===== config.mk =====
export PLATFORM = sky130hd
export DESIGN_NAME = led_bank_arbiter
export DESIGN_NICKNAME = d
export VERILOG_FILES = /design/src/rtl/led_bank_arbiter.sv
export SDC_FILE = /design/constraint.sdc
export NUM_CORES = 1
export LEC_CHECK = 0
export BUFFER_PORTS_ARGS = -buffer_cell sky130_fd_sc_hd__buf_2
export CAP_MARGIN = 25
export CORE_MARGIN = 1.5
export CORE_UTILIZATION = 43
export DETAILED_ROUTE_END_ITERATION = 16
export PLACE_DENSITY = 0.84
export SYNTH_ARGS = -nofsm -noshare
export SYNTH_HDL_FRONTEND = slang
export SYNTH_SLANG_ARGS = --single-unit
export TNS_END_PERCENT = 5

===== constraint.sdc =====
create_clock -name clk -period 1.9 [get_ports clk]
set_clock_uncertainty 0.1 [all_clocks]
set_input_delay 0.285 -clock clk [delete_from_list [all_inputs] [get_ports clk]]
set_output_delay 0.285 -clock clk [all_outputs]
set_load 0.05 [all_outputs]

===== src/rtl/led_bank_arbiter.sv =====
// Round-robin owner arbitration of the 7-pin LED/GPIO bank with a safe one-cycle
// tri-state turnaround on every ownership change. Define LED_ARB_TIMEOUT_EN for tenure revocation.
module led_bank_arbiter #(
  parameter int unsigned NREQ     = 2,
  parameter int unsigned WIDTH    = 7,
  parameter int unsigned MAX_HOLD = 255
) (
  input  logic                    clk,
  input  logic                    reset,
  input  logic [NREQ-1:0]         req,
  input  logic [NREQ*WIDTH-1:0]   req_data,
  input  logic [NREQ*WIDTH-1:0]   req_oeb,
  output logic [NREQ-1:0]         gnt,
  output logic [WIDTH-1:0]        led_out,
  output logic [WIDTH-1:0]        io_oeb,
  output logic                    busy,
  output logic                    timeout
);

  localparam int unsigned IDX_W = $clog2(NREQ);
  localparam int unsigned CNT_W = 16;

  typedef enum logic [1:0] {
    S_IDLE    = 2'd0,
    S_OWN     = 2'd1,
    S_HANDOFF = 2'd2
  } state_t;

  state_t           state_q, state_d;
  logic [IDX_W-1:0] last_q, last_d, win;
  logic             found;
  logic [NREQ-1:0]  eligible, owner_oh, gnt_d;
  logic [WIDTH-1:0] own_data, own_oeb, led_d, oeb_d;
  logic             owner_req, revoke, busy_d, timeout_d;

  // Owner is always the last winner; extract its slices.
  assign owner_oh  = NREQ'(1) << last_q;
  assign owner_req = |(req & owner_oh);

  always_comb begin
    own_data = '0;
    own_oeb  = '1;
    for (int unsigned i = 0; i < NREQ; i++) begin
      if (last_q == IDX_W'(i)) begin
        own_data = req_data[i*WIDTH +: WIDTH];
        own_oeb  = req_oeb[i*WIDTH +: WIDTH];
      end
    end
  end

`ifdef LED_ARB_TIMEOUT_EN
  logic [CNT_W-1:0] hold_cnt_q;
  logic [NREQ-1:0]  mask_q, mask_d;

  assign eligible = req & ~mask_q;
  assign revoke   = ((32'(hold_cnt_q) + 32'd1) >= MAX_HOLD) && (|(req & ~owner_oh));
  // A revoked owner stays masked until it is seen with req low.
  assign mask_d   = (mask_q & req) | (timeout_d ? owner_oh : '0);

  // Tenure counter: zero outside OWN, so it is clear on every entry.
  always_ff @(posedge clk or negedge reset) begin
    if (!reset) begin
      hold_cnt_q <= '0;
      mask_q     <= '0;
    end else begin
      mask_q <= mask_d;
      if (state_q != S_OWN) begin
        hold_cnt_q <= '0;
      end else if (hold_cnt_q != '1) begin
        hold_cnt_q <= hold_cnt_q + CNT_W'(1);
      end
    end
  end
`else
  logic unused_hold;

  assign eligible    = req;
  assign revoke      = 1'b0;
  assign unused_hold = &{1'b0, MAX_HOLD, CNT_W};
`endif

  // Round-robin search starting just above the previous winner.
  always_comb begin
    int unsigned      cand;
    logic [IDX_W-1:0] cand_idx;
    found    = 1'b0;
    win      = last_q;
    cand     = 0;
    cand_idx = '0;
    for (int unsigned k = 1; k <= NREQ; k++) begin
      cand     = (32'(last_q) + k) % NREQ;
      cand_idx = IDX_W'(cand);
      if (!found && eligible[cand_idx]) begin
        found = 1'b1;
        win   = cand_idx;
      end
    end
  end

  always_comb begin
    state_d   = state_q;
    last_d    = last_q;
    gnt_d     = '0;
    led_d     = '0;
    oeb_d     = '1;
    timeout_d = 1'b0;
    case (state_q)
      S_IDLE: begin
        if (found) begin
          state_d = S_OWN;
          last_d  = win;
          gnt_d   = NREQ'(1) << win;
        end
      end
      S_OWN: begin
        if (!owner_req) begin
          state_d = S_HANDOFF;
        end else if (revoke) begin
          state_d   = S_HANDOFF;
          timeout_d = 1'b1;
        end else begin
          gnt_d = owner_oh;
          led_d = own_data;
          oeb_d = own_oeb;
        end
      end
      S_HANDOFF: state_d = S_IDLE;
      default:   state_d = S_IDLE;
    endcase
    busy_d = (state_d != S_IDLE);
  end

  always_ff @(posedge clk or negedge reset) begin
    if (!reset) begin
      state_q <= S_IDLE;
      last_q  <= IDX_W'(NREQ - 1);
      gnt     <= '0;
      led_out <= '0;
      io_oeb  <= '1;
      busy    <= 1'b0;
      timeout <= 1'b0;
    end else begin
      state_q <= state_d;
      last_q  <= last_d;
      gnt     <= gnt_d;
      led_out <= led_d;
      io_oeb  <= oeb_d;
      busy    <= busy_d;
      timeout <= timeout_d;
    end
  end

endmodule


======== Word-level counts from Yosys, hierarchy flattened ========
Cells that the tools add are included.
W data, S select, Z words.
word-level totals
  input bits .............................. 32
  output and inout port bits .............. 18
  flip-flop bits (word level) ............. 20
  word-level logic and storage cells ...... 40
cells by class
  add/subtract/negate cells ............... 2
  shift-type cells ........................ 2
  reduce and logical (&&, ||, !) cells .... 6
  bitwise logic cells ..................... 1
  equality and inequality tests ........... 1
  order comparisons ....................... 2
  multiplexer cells ....................... 20
operators with widths
  cell                   count
  $mux W7                6
  $mux W1                8
  $mux W2                4
  $pmux W2 S2            2
  $lt A1 B2 Y1 const B   2
  $shl A1 B1 Y2 const A  2
  $add A1 B1 Y1 const B  2
  $and A2 B2 Y2          1
  $eq A2 B1 Y1 const B   1
  $logic_not A2 Y1       1
  $reduce_and A2 Y1      1
  $reduce_bool A2 Y1     1
  $reduce_or A2 Y1       1
  $logic_and A1 B1 Y1    1
  $logic_not A1 Y1       1

======== Depth between registers and ports, before layout ========
  word-level depth ........................ 10
  mapped depth ............................ 4
  depth with buffers taken out ............ 2

======== Worst setup path before layout ========
OpenSTA, ideal clock, no wires.
  path type ............................... register to register
  from .................................... register last_q
  to ...................................... register state_q[1]
  setup slack ............................. 0.598 ns
  data arrival time ....................... 1.130 ns
  period minus slack after synthesis ...... 1.302 ns
  path buffers ............................ 1
  required time ........................... 1.727 ns
  stages on the path, launching flop included .. 4
  library setup time ...................... 0.073 ns
  path through ............................ dfstp_2 > buf_6 > mux2_4 > nor2_1
on the way
  cells in the longest elaborated chain, start to end .. 9
  elaborated cells between the ends (all ways) .. 16
  those cells by class .................... 2 x add/sub; 1 x shift; 9 x mux; 1 x bitwise; 3 x reduce/logical
RTL lines
  element                                     RTL line  RTL
  start, declared                             30        logic [IDX_W-1:0] last_q, last_d, win;
  start signal, assigned                      136       last_q <= IDX_W'(NREQ - 1);
  start signal, assigned                      144       last_q <= last_d;
  $add A1 B1 Y1                               91        cand = (32'(last_q) + k) % NREQ;
  $mux W1 (not written as such) (2 in a row)  93        if (!found && eligible[cand_idx]) begin
  $mux W1                                     93
  $logic_not A1 Y1                            93
  $logic_and A1 B1 Y1                         93
  $mux W1                                     93
  $mux W2                                     109       if (found) begin
  $pmux W2 S2 (*)                             107       case (state_q)
  net state_d[1]                              29        state_t state_q, state_d;
  end signal, assigned                        143       state_q <= state_d;
  end, declared                               29
The timed path passes the listed nets; every way through them passes the cells marked *. The select of a mux whose other input is x is not followed.
A chain may end at the register's enable or synchronous reset.

======== Final worst setup path ========
Ends and elaborated chain as after synthesis.

==> qor.txt <==
status: finished clean
clk sink count: 20
worst r2r path cells: 3
FMAX: 668 MHz
register area share after synthesis: 55.8%
post-route cell area: 0.00121 sq mm
Avg Cell Area, Syn: 12.5 sq um
critical-path cell list: buf_4 > mux2_4 > nor2_1
Die Height: 49.1 um
CP Max Fanout: 8
Buf/Inv on CP: 1
Worst Setup Start Kind: register
# DRC: 0
Setup violations, final: 0
Setup crit end kind: register
Wirelength per Cell: 12.8 um
Chip Width: 49.1 um
placer congestion estimate: 0.735
reg2reg setup slack: 400 ps
H-tree depth: 1
sw frac: 44.6%
sequential group share of total power: 34.1%
WS Path Type: reg2reg
final cell count without fillers: 149
Synth Register Bits: 20
placed cells: 144
CTS Buffer Depth: 2
core area: 0.00198 sq mm
first-pass GRT wire length: 3.03 mm
Critical Path RT: 2030 ps
Initial DRC Count: 12
Int Pwr: 1.11 mW
Vias: 721
routing usage on met2: 29.1%
CTS buffer count: 3
crit path DAT: 1630 ps
later-pin clock latency in the skew report: 300 ps
Mapped Cells: 73
hold path startpoint: req_oeb[6]
fillers: 166
WP depth: 3
Layout area overhead: 32.6%
Antenna Cells: 0
share of layout cells above drive strength 1: 53.3%
switching power: 893 uW
max incr delay on CP: 640 ps
dpl hpwl: 1.46 mm
Worst path slowest cell: dfstp_2
Slew Limit Fails: 0
hold violation count in the final report: 0
Pleak: 0.627 nW
die area: 0.00241 sq mm
area of placed instances: 0.00115 sq mm
Post-synth EDFFs: 0
row cnt: 16
end point of the critical path: state_q[1]
Critical R2R Capture: state_q[1]
PD cells: 1650 mW/mm^2
largest net degree at the start of global routing: 21
commonest non-fill, non-tap cells in the layout: buf_2 (48), mux2i_1 (14), dfrtp_1 (12)
Top Usage Layer GRT: met2
Hold WC Path Type: in2reg
grt met1 use: 19.0%
ys async rst share: 100%
vias per cell: 4.84
IO Count: 50
most common cell after layout, fill and taps aside: buf_2
Initial Utilization: 46.1%
Ys Warns: 0
total track usage: 16.3%
RSZ-0062 raised after global routing: no
Peak VDD IR: 1.02 mV
Post-Route WL: 1.90 mm
Yosys cell types: 22
Max Cap Violations: 0
Setup TNS: 0 ps
Top FF cell, synth: dfrtp_1
period utilization: 78.8%
antenna viol nets, final: 0
Mapped Nets: 105
cell area after synthesis: 915 sq um
Gate power share: 48.7%
Root Buffer: clkbuf_4
crit-path leading delay family: flip-flops
vias in the first global route: 715
reg2reg start: last_q
min cycle time layout: 1500 ps
final net count: 155
crit path launch: last_q
antenna violations before repair: 0
clock power share: 17.2%
gr ovfl total: 0
Reg clk slew, reported paths: 120 ps
met3 GRT Util: 3.68%
CTS tree: built
1st-pass router iterations: 2
IO buf count: 48
==> metrics by stage <==
step	hold slack (ps)	total power, mW	util, %	setup WS (ps)
2_1_floorplan	-111	1.52	-	598
3_3_place_gp	141	1.64	58.0	475
3_5_place_dp	152	1.67	58.0	432
4_1_cts	124	2.02	61.2	408
5_1_grt	131	2.10	61.2	362
6_report	122	2.01	61.2	404
==> flip-flops by register name, indices dropped and copies added (netlist names) <==
| register | count |
|---|---|
| gnt | 2 |
| busy | 1 |
| led_out | 7 |
| io_oeb | 7 |
| state_q | 2 |
| last_q | 1 |
==> layer usage <==
metal,vias up,share of wire (%)
met4,0,0
li1,352,-
met5,-,0
met1,335,42
met2,34,51
met3,0,6.9
==> tightest hold or removal path, stage by stage <==
cell and delay [ps]:
buf_2 70, mux2i_1 50, nand3_1 80
==> synthesized netlist by cell type (2+ instances only) <==
cell type	count	area, sq um
mux2i_1	14	140
nor3_1	8	40.0
inv_1	2	7.51
clkbuf_1	2	7.51
nand3_1	7	35.0
dfrtp_1	12	300
dfstp_2	8	210
nand2b_1	3	18.8
nor2_1	3	11.3
buf_4	2	15.0
==> timing repair <==
| action | CTS | global route |
|---|---|---|
| buffers inserted | 0 | 0 |
| endpoints found under the hold margin | 12 | 0 |
| resized for setup | 0 | 0 |
| hold buffers | 1 | 0 |
==> cell type report <==
| cell class | instances | area (sq um) | area share, % |
|---|---|---|---|
| Timing Repair Buffer | 51 | 265 | 21.9 |
| Clock buffer | 3 | 22.5 | 1.86 |
| Multi-Input combinational cell | 45 | 343 | 28.3 |
| Sequential cell | 20 | 510 | 42.1 |
| Tap cell | 27 | 33.8 | 2.79 |
| Inverter | 2 | 7.51 | 0.619 |
| Clock inverter | 1 | 30.0 | 2.48 |
==> power groups by stage <==
stage / clock network (mW) / logic [mW] / registers [mW]
2_1_floorplan: 0 / 0.486 / 1.03
3_3_place_gp: 0 / 0.954 / 0.681
3_5_place_dp: 0 / 0.980 / 0.688
4_1_cts: 0.349 / 0.984 / 0.681
5_1_grt: 0.365 / 1.04 / 0.702
6_report: 0.345 / 0.977 / 0.683
==> kinds of logic (layout without fill, tap and decap cells) <==
| family | count (synthesis) | after routing | share of synthesized area (%) |
|---|---|---|---|
| and+or+nand+nor | 24 | 24 | 14.4 |
| AOI/OAI and AO/OA | 4 | 4 | 4.24 |
| buffers and inverters | 8 | 57 | 6.70 |
| muxes | 16 | 16 | 18.5 |
| other | 1 | 1 | 0.410 |
| DFF | 20 | 20 | 55.8 |
==> how the worst min path moves through the flow <==
stage / slack [ps] / cells past startpoint / endpoint
2_1_floorplan: -110 / 0 / busy
3_3_place_gp: 140 / 1 / busy
3_5_place_dp: 150 / 1 / gnt[0]
4_1_cts: 120 / 3 / io_oeb[6]
5_1_grt: 130 / 3 / io_oeb[6]
6_report: 120 / 3 / io_oeb[6]
No activity file was read; power rests on OpenSTA's default activity.
